## src/rtl/nn_pkg.sv

```systemverilog
// nn_pkg: shared sign-magnitude types, widths, FSM states and zero-sign normaliser
package nn_pkg;
  localparam int ACC_W = 21;
  localparam int MAG_W = ACC_W - 1;
  typedef struct packed {
    logic             sign;
    logic [MAG_W-1:0] mag;
  } sm_t;
  typedef enum logic [1:0] {ACC, DRAIN, OUT} state_t;
  function automatic sm_t sm_norm(input sm_t v);
    sm_norm = v;
    if (v.mag == '0) sm_norm.sign = 1'b0;
  endfunction
endpackage

```

## src/rtl/sm_accum_add.sv

```systemverilog
// sm_accum_add: combinational sign-magnitude add with overflow flag; SATURATE_EN clamps instead of wrapping
module sm_accum_add
  import nn_pkg::*;
(
  input  sm_t  i_a,
  input  sm_t  i_b,
  output sm_t  o_y,
  output logic o_ovf
);
  logic [MAG_W:0]   w_sum;
  logic [MAG_W-1:0] w_diff;
  logic [MAG_W-1:0] w_mag;
  logic             w_same;
  logic             w_a_ge;
  assign w_same = i_a.sign == i_b.sign;
  assign w_sum  = {1'b0, i_a.mag} + {1'b0, i_b.mag};
  assign w_a_ge = i_a.mag >= i_b.mag;
  assign w_diff = w_a_ge ? i_a.mag - i_b.mag : i_b.mag - i_a.mag;
  assign o_ovf  = w_same & w_sum[MAG_W];
`ifdef SATURATE_EN
  assign w_mag  = o_ovf ? '1 : w_sum[MAG_W-1:0];
`else
  assign w_mag  = w_sum[MAG_W-1:0];
`endif
  assign o_y = sm_norm(w_same ? {i_a.sign, w_mag} : {(w_a_ge ? i_a.sign : i_b.sign), w_diff});
endmodule

```

## src/rtl/neuron_mac_accumulator.sv

```systemverilog
// neuron_mac_accumulator: streaming sign-magnitude MAC onto a bias with valid/ready result; SATURATE_EN selects clamping
module neuron_mac_accumulator #(
  parameter int X_W       = 9,
  parameter int W_W       = 9,
  parameter int ACC_W     = 21,
  parameter int MAX_TERMS = 16,
  localparam int CNT_W    = $clog2(MAX_TERMS + 1)
) (
  input  logic             clk,
  input  logic             rst_n,
  input  logic             in_valid,
  output logic             in_ready,
  input  logic [X_W-1:0]   in_x,
  input  logic [W_W-1:0]   in_w,
  input  logic             in_last,
  input  logic [ACC_W-1:0] bias,
  output logic             out_valid,
  input  logic             out_ready,
  output logic [ACC_W-1:0] out_sum,
  output logic [CNT_W-1:0] out_count,
  output logic             out_ovf,
  output logic             out_err
);
  import nn_pkg::*;
  state_t                 r_state, w_next;
  sm_t                    r_acc, r_prod, w_sum;
  logic                   r_prod_vld, r_ovf, r_err;
  logic [CNT_W-1:0]       r_cnt;
  logic                   w_fire, w_done, w_max, w_ovf;
  logic [X_W+W_W-3:0]     w_pmag;
  assign in_ready  = r_state == ACC;
  assign out_valid = r_state == OUT;
  assign w_fire    = in_valid & in_ready;
  assign w_done    = out_valid & out_ready;
  assign w_max     = r_cnt == CNT_W'(MAX_TERMS - 1);
  assign w_pmag    = in_x[X_W-2:0] * in_w[W_W-2:0];
  assign out_sum   = r_acc;
  assign out_count = r_cnt;
  assign out_ovf   = r_ovf;
  assign out_err   = r_err;
  sm_accum_add u_add (
    .i_a   (r_acc),
    .i_b   (r_prod),
    .o_y   (w_sum),
    .o_ovf (w_ovf)
  );
  // next state: close the neuron on last/max beat, drain one cycle, hold until consumed
  always_comb begin
    w_next = r_state;
    if (r_state == ACC && w_fire && (in_last || w_max)) w_next = DRAIN;
    else if (r_state == DRAIN) w_next = OUT;
    else if (w_done) w_next = ACC;
  end
  // state register
  always_ff @(posedge clk or negedge rst_n) begin
    if (!rst_n) r_state <= ACC;
    else r_state <= w_next;
  end
  // product stage, then accumulate stage; the first beat seeds the accumulator with bias
  always_ff @(posedge clk or negedge rst_n) begin
    if (!rst_n) begin
      r_prod     <= '0;
      r_prod_vld <= 1'b0;
      r_acc      <= '0;
      r_cnt      <= '0;
      r_ovf      <= 1'b0;
      r_err      <= 1'b0;
    end else begin
      r_prod_vld <= w_fire;
      if (w_fire) r_prod <= sm_norm({in_x[X_W-1] ^ in_w[W_W-1], MAG_W'(w_pmag)});
      if (w_done) begin
        r_acc <= '0;
        r_cnt <= '0;
        r_ovf <= 1'b0;
        r_err <= 1'b0;
      end else begin
        if (w_fire) r_cnt <= r_cnt + 1'b1;
        if (w_fire && w_max && !in_last) r_err <= 1'b1;
        if (w_fire && r_cnt == '0) r_acc <= sm_norm(sm_t'(bias));
        else if (r_prod_vld) begin
          r_acc <= w_sum;
          r_ovf <= r_ovf | w_ovf;
        end
      end
    end
  end
endmodule

```

## config.mk

```make
export PLATFORM = sky130hd
export DESIGN_NAME = neuron_mac_accumulator
export DESIGN_NICKNAME = d
export VERILOG_FILES = /design/src/rtl/nn_pkg.sv /design/src/rtl/sm_accum_add.sv /design/src/rtl/neuron_mac_accumulator.sv
export SDC_FILE = /design/constraint.sdc
export NUM_CORES = 1
export LEC_CHECK = 0
export ABC_AREA = 1
export ABC_CLOCK_PERIOD_IN_PS = 2650
export BUFFER_PORTS_ARGS = -buffer_cell sky130_fd_sc_hd__buf_2
export CAP_MARGIN = 0
export CORE_UTILIZATION = 57
export CTS_BUF_LIST = sky130_fd_sc_hd__clkbuf_2
export DETAILED_ROUTE_END_ITERATION = 12
export GPL_TIMING_DRIVEN = 0
export PLACE_DENSITY = 0.78
export SETUP_SLACK_MARGIN = 0.2
export SLEW_MARGIN = 20
export SYNTH_ARGS = -nofsm -noshare
export SYNTH_HDL_FRONTEND = slang
export SYNTH_SLANG_ARGS = --single-unit
export TNS_END_PERCENT = 20
```

## constraint.sdc

```tcl
create_clock -name clk -period 2.65 [get_ports clk]
set_clock_uncertainty 0.15 [all_clocks]
set_input_delay 0.53 -clock clk [delete_from_list [all_inputs] [get_ports clk]]
set_output_delay 0.53 -clock clk [all_outputs]
set_load 0.01 [all_outputs]
```

==> results of run 1 <==
[Yosys cell counts, types with 9 or more instances]
library cell / number
nand2_2: 10
fa_1: 39
nor3_1: 9
clkbuf_1: 26
nor2_1: 79
nand2_1: 397
inv_1: 241
a21oi_1: 65
nand3_1: 81
dfrtp_1: 48
nor4_1: 9
nand4_1: 20
o21ai_0: 69
xor2_1: 21
ha_1: 88
buf_4: 11
[cells by family (layout without fill, tap and decap cells)]
logic type,after synthesis,in the layout,share of synthesized area
AOI/OAI and AO/OA,164,164,0.110
xor gates and xnor gates,27,27,0.0291
adders and majority gates,127,127,0.231
buffers and inverters,297,380,0.147
DFF,48,48,0.148
other,0,1,0
and+or+nand+nor,629,629,0.335
[sequential cells by signal, indices dropped and copies added (netlist names)]
name,cells
out_err,1
r_prod,17
r_state,2
out_count,5
out_ovf,1
r_prod_vld,1
out_sum,21
[worst paths after layout]
check,start,endpoint,slack [ns]
worst min-delay path,bias[4],out_sum[4],0.09
max in group asynchronous,rst_n,out_sum[5],1.46
worst max register to register,out_sum[0],out_sum[20],-0.59
worst max-delay path,in_w[2],r_prod[20],-1.53
worst min register to register,out_count[3],out_count[3],0.37
min in group asynchronous,rst_n,r_prod[12],0.40
[report_power, final]
| part | switching, mW | internal (mW) | total, mW |
|---|---|---|---|
| combinational | 1.39 | 1.20 | 2.59 |
| sequential | 0 | 0.735 | 0.735 |
| clock | 0.286 | 0.163 | 0.449 |
[cell type report]
| cell class | count | area (um^2) | share of cell area |
|---|---|---|---|
| multi-input combinational | 947 | 6300 | 0.655 |
| tap | 180 | 225 | 0.0234 |
| sequential | 48 | 1210 | 0.126 |
| timing repair buffer | 75 | 440 | 0.0458 |
| antenna | 1 | 2.50 | 0.000260 |
| clock buffer | 5 | 25.0 | 0.00260 |
| clock inverter | 3 | 47.5 | 0.00494 |
| inverter | 250 | 948 | 0.0985 |
| buffer | 47 | 422 | 0.0438 |
[worst max-delay path: stages]
cell	delay [ns]
clkbuf_16	0.13
nand2_2	0.06
fa_2	0.38
inv_2	0.06
fa_1	0.41
inv_2	0.07
fa_1	0.43
fa_1	0.57
inv_2	0.06
ha_4	0.24
a21oi_4	0.17
o21ai_4	0.09
buf_6	0.13
a31oi_4	0.21
xor2_2	0.19
nand3_1	0.17
nor3_2	0.17
nand4_1	0.13
o211ai_1	0.18
nand2_1	0.07
[layer usage]
layer,GRT usage,wire length [um],up-vias
met3,0.0785,2280,102
met4,0.198,1430,0
li1,-,-,4183
met2,0.655,13200,418
met1,0.440,10500,4119
met5,0,0,-
[what timing repair did]
action | CTS | global route
hold buffers | 0 | 1
setup endpoints to repair | 35 | 35
cloned | 0 | 0
gates resized for setup | 108 | 57
buffers inserted | 11 | 6
pin swaps | 34 | 18
hold endpoints to repair | 0 | 48
[through the flow]
step / util / hold WS [ns] / TNS (ns)
floorplan: - / 0.0844 / -16.23
global placement: 0.633 / 0.322 / -27.68
CTS: 0.676 / 0.0674 / -13.68
global route: 0.693 / 0.107 / -20.13
detailed placement: 0.633 / 0.339 / -29.11
finish: 0.693 / 0.0851 / -15.45
==> flow_summary.yaml, run 1 <==
status:
  status: "complete, but fails checks"
  violations: "negative setup slack"
clocking:
  clock-sinks: 48
  cts_tree: "done"
  numCtsBuffers: 5
  clock_path_buffers: 2
  htreeDepth: 2
  root_buffer: "clkbuf_2"
  cts.reportedPaths.clkPinSlew_ns: 0.28
  clk_latency_ns: 0.52
finish:
  postLayoutCellArea_mm2: 0.00963
  nFillCells: 1225
  layout_common_cells: "nand2_1, inv_1, ha_1, nand3_1, nor2_1"
  final_common_cell: "nand2_1"
  post_layout_nonfiller_instances: 1556
  drive_above_1_share: 0.194
  nNetsFinal: 1545
  synthToLayoutAreaGrowth_pct: 18.3
sta:
  min_period_over_period: 1.58
  maxSlewViolCount: 0
  relSlewSlack: 0.488
  worst_slack_ns: -1.53
  grt_setup_unrepaired: "true"
  min_period_ns: 4.18
  worst_pin_slew_ns: 0.767
  finalHoldViolCount: 0
  setup_viol: 32
  fmax_mhz: 239
synth:
  synth_top_cell_by_area: "nand2_1"
  avgSynthCellArea_um2: 6.30
  synth_ff_type: "dfrtp_1"
  yosysWarningCount: 0
  synth_cell_types: 48
  synth_area_leaders: "nand2_1, dfrtp_1, ha_1"
  syn_inst: 1292
  synth-edff-count: 0
  syn_nets: 1463
  ys_seq_elements: 48
  yosysTopAreaCellShare: 0.183
  synth_area_mm2: 0.00814
  async_reset_ff_frac: 1.00
  yosysSeqAreaShare: 0.148
placed_design:
  portBuffers: 57
  place_area_mm2: 0.00878
  gp_congestion: 1.00
  dp_hpwl_um: 21500
  pre_cts_slack_ns: -2.18
  dp.cells: 1529
detailed_routing:
  final_antenna_net_count: 0
  dr.first_iter.drc_count: 902
  vias: 8822
  drt-total-wl_um: 27400
  firstDrtPassIters: 6
  vias_per_cell: 5.67
  wl_per_cell_um: 17.6
  drc: 0
power_and_ir_drop:
  finalPower_mw: 3.77
  powerDensity_mw_per_mm2: 392
  power_leakage_nw: 5.33
  max-vdd-ir-drop_uv: 367
global_routing:
  grt-ovfl-total: 0
  antenna_found_initial: 3
  grt_use_total: 0.380
  grt_first_pass_wirelength_um: 42500
  grt_max_degree: 49
  grt_pass1_vias: 8501
critical_path:
  startpoint_type: "input port"
  crit_path_end_kind: "register"
  arrival_ns: 4.48
  crit_fanout: 7
  critPathRequiredTime_ns: 2.95
  r2r_cells: 20
  criticalPathCategory: "input port to register"
job:
  max_cap_viol_count: 0
die:
  die_w_um: 121
  core_mm2: 0.0139
  initial_core_util: 0.586
  io-pin-count: 74
  rows: 43
  die_area_mm2: 0.0148
  die-height_um: 121
min_path:
  hold_class: "input port to register"
  min_path_cells: 3
Power figures use the tool's default switching activity.
==> run 2, diff against run 1 <==
--- a/config.mk
+++ b/config.mk
@@ -5,17 +5,17 @@
 export SDC_FILE = /design/constraint.sdc
 export NUM_CORES = 1
 export LEC_CHECK = 0
-export ABC_AREA = 1
+export ABC_AREA = 0
 export ABC_CLOCK_PERIOD_IN_PS = 2650
 export BUFFER_PORTS_ARGS = -buffer_cell sky130_fd_sc_hd__buf_2
 export CAP_MARGIN = 0
-export CORE_UTILIZATION = 57
+export CORE_UTILIZATION = 56
 export CTS_BUF_LIST = sky130_fd_sc_hd__clkbuf_2
 export DETAILED_ROUTE_END_ITERATION = 12
 export GPL_TIMING_DRIVEN = 0
 export PLACE_DENSITY = 0.78
 export SETUP_SLACK_MARGIN = 0.2
-export SLEW_MARGIN = 20
+export SLEW_MARGIN = 0
 export SYNTH_ARGS = -nofsm -noshare
 export SYNTH_HDL_FRONTEND = slang
 export SYNTH_SLANG_ARGS = --single-unit
==> flow_summary.yaml, run 2 <==
synth:
  synth_area_mm2: 0.00702
  synthMuxAreaShare: 0.0144
  synth-edff-count: 0
  synth_cell_types: 73
  yosysSeqAreaShare: 0.171
  ys_seq_elements: 48
  synth_adder_area_share: 0.268
  synth_top_cell_by_area: "dfrtp_1"
  synth_commonest_cells: "inv_1, ha_1, nand2_1"
  syn_inst: 872
  synthSimpleGateAreaFrac: 0.212
  syn_nets: 1043
  post-synth-top-count-cell: "inv_1"
  avgSynthCellArea_um2: 8.05
  synth-xor-area-share: 0.0374
  async_reset_ff_frac: 1.00
  yosysWarningCount: 0
  synth_ff_type: "dfrtp_1"
  synth_area_leaders: "dfrtp_1, ha_1, fa_1"
  yosysTopAreaCellShare: 0.171
  synth-compound-area-share: 0.216
  synth_top_family_by_area: "adder cells"
global_routing:
  antenna_found_initial: 2
  grt-ovfl-total: 0
  grt_use_total: 0.318
  grt_max_degree: 49
  grt_pass1_vias: 6568
  grt_first_pass_wirelength_um: 32400
detailed_routing:
  drc: 0
  final_antenna_net_count: 0
  dr.first_iter.drc_count: 550
  firstDrtPassIters: 5
  wl_per_cell_um: 17.7
  drt-total-wl_um: 20100
  vias_per_cell: 6.00
  vias: 6809
clocking:
  clock-sinks: 48
  cts.reportedPaths.clkPinSlew_ns: 0.23
  cts_tree: "done"
  clk_latency_ns: 0.46
  clock_path_buffers: 2
  numCtsBuffers: 5
  htreeDepth: 2
  root_buffer: "clkbuf_2"
  ctsHoldBuffers: 0
die:
  rows: 40
  core_mm2: 0.0121
  die_area_mm2: 0.0130
  die_w_um: 114
  io-pin-count: 74
  initial_core_util: 0.580
  die-height_um: 114
sta:
  min_period_over_period: 1.57
  fmax_mhz: 241
  grt_setup_unrepaired: "true"
  worst_pin_slew_ns: 1.07
  tns_ns: -29.25
  worst_slack_ns: -1.51
  min_period_ns: 4.16
  hold_ws_ns: 0.0765
  setup_viol: 34
  relSlewSlack: 0.288
  maxSlewViolCount: 0
  finalHoldViolCount: 0
critical_path:
  crit_start: "in_x[4]"
  crit_fanout: 5
  arrival_ns: 4.36
  cp_slowest_cell: "fa_1"
  critPathRequiredTime_ns: 2.86
  slowest_delay_ns: 0.53
  criticalPathCategory: "input port to register"
  crit_path_end_kind: "register"
  startpoint_type: "input port"
  path_cells: "buf_8 > and2_4 > fa_1 > inv_1 > fa_1 > fa_1 > fa_1 > inv_2 > ha_4 > a21boi_2 > o21ai_2 > nand2b_1 > a21o_1 > a211oi_2 > o21bai_1 > a21oi_2 > xnor2_2 > a31oi_1"
  crit_path_frequent_cell: "fa_1"
  regToRegStartpoint: "out_sum[0]"
placed_design:
  portBuffers: 73
  gp_congestion: 0.959
  dp.cells: 1113
  dp_hpwl_um: 16000
power_and_ir_drop:
  power_leakage_nw: 3.81
  powerDensity_mw_per_mm2: 324
  max-vdd-ir-drop_uv: 260
  finalPower_mw: 2.67
finish:
  post_layout_nonfiller_instances: 1135
  drive_above_1_share: 0.208
  utilization: 0.681
  synthToLayoutAreaGrowth_pct: 17.5
  final_common_cell: "inv_1"
  nNetsFinal: 1135
  layout_common_cells: "inv_1, nand2_1, ha_1, buf_2, nor2_1"
  largest_reg_flops: 21
status:
  status: "complete, but fails checks"
  violations: "negative setup slack"
job:
  max_cap_viol_count: 0
min_path:
  hold_class: "input port to asynchronous set/reset pin"
[run 2: cell count changes after synthesis, sizes merged, moves of 16 or more]
cell    delta
nand2    -323
inv      -140
a21oi     -20
and2      +50
xnor2     +16
nor2      -28
nand3     -70
a211oi    +17
[run 2: through the flow]
stage / setup WS [ns] / cell area [um^2]
6_report: -1.51 / 8250
4_1_cts: -1.61 / 8040
3_3_place_gp: -2.28 / 7640
2_1_floorplan: -1.80 / 7060
5_1_grt: -1.66 / 8250
3_5_place_dp: -2.33 / 7640
[run 2: layout make-up]
cell class / instances / area [um^2]
timing repair buffer: 85 / 509
multi-input combinational: 680 / 5660
tap: 168 / 210
clock buffer: 5 / 25.0
inverter: 109 / 409
buffer: 35 / 188
clock inverter: 3 / 37.5
sequential: 48 / 1210
fill: 1045 / 3860
antenna: 2 / 5.00
[run 2: power by group]
group | switching (mW) | internal (mW) | total (mW) | leakage [nW]
clock network | 0.239 | 0.153 | 0.392 | 0.0380
registers | 0 | 0.734 | 0.734 | 0.530
logic | 0.801 | 0.745 | 1.55 | 3.24
[run 2: worst max-delay path: cells and delay by family]
family	cells	cell delay (ns)
buf+inv	3	0.19
simple gates	2	0.24
fa+ha+maj	5	2.19
compound gates	7	1.07
xor+xnor	1	0.13
[run 2: cell families (layout without fill, tap and decap cells)]
logic type      after synthesis  count (layout)
flops                        48              48
other cells                   0               2
simple gates                291             291
compound gates              222             222
fa+ha+maj                   127             127
mux                          10              10
buf+inv                     144             237
xor+xnor                     30              30
[run 2: routing by layer]
layer  part of all wire  up-vias  routed length (um)  global-route usage
met5                  0        -                   0                   0
met4              0.036        0                 725               0.126
met3              0.064       53                1280              0.0361
met2               0.49      256                9870               0.551
met1               0.41     3290                8250               0.406
li1                   -     3210                   -                   -
[run 2: final timing paths]
kind                                end  slack (ns)  depth (start not counted)
setup / recovery             r_prod[20]       -1.51                         18
hold / removal             out_count[2]        0.08                          1
setup reg to reg            out_sum[20]       -1.36                         13
hold reg to reg                 out_err        0.38                          2
max in group asynchronous    out_sum[1]        1.55                          1
min in group clk            out_sum[16]        0.11                          3
[run 2: what timing repair did]
action	in CTS	in global routing
endpoints found under the setup margin	35	38
gates resized for setup	77	42
buffers inserted	9	3
pin swaps	27	19
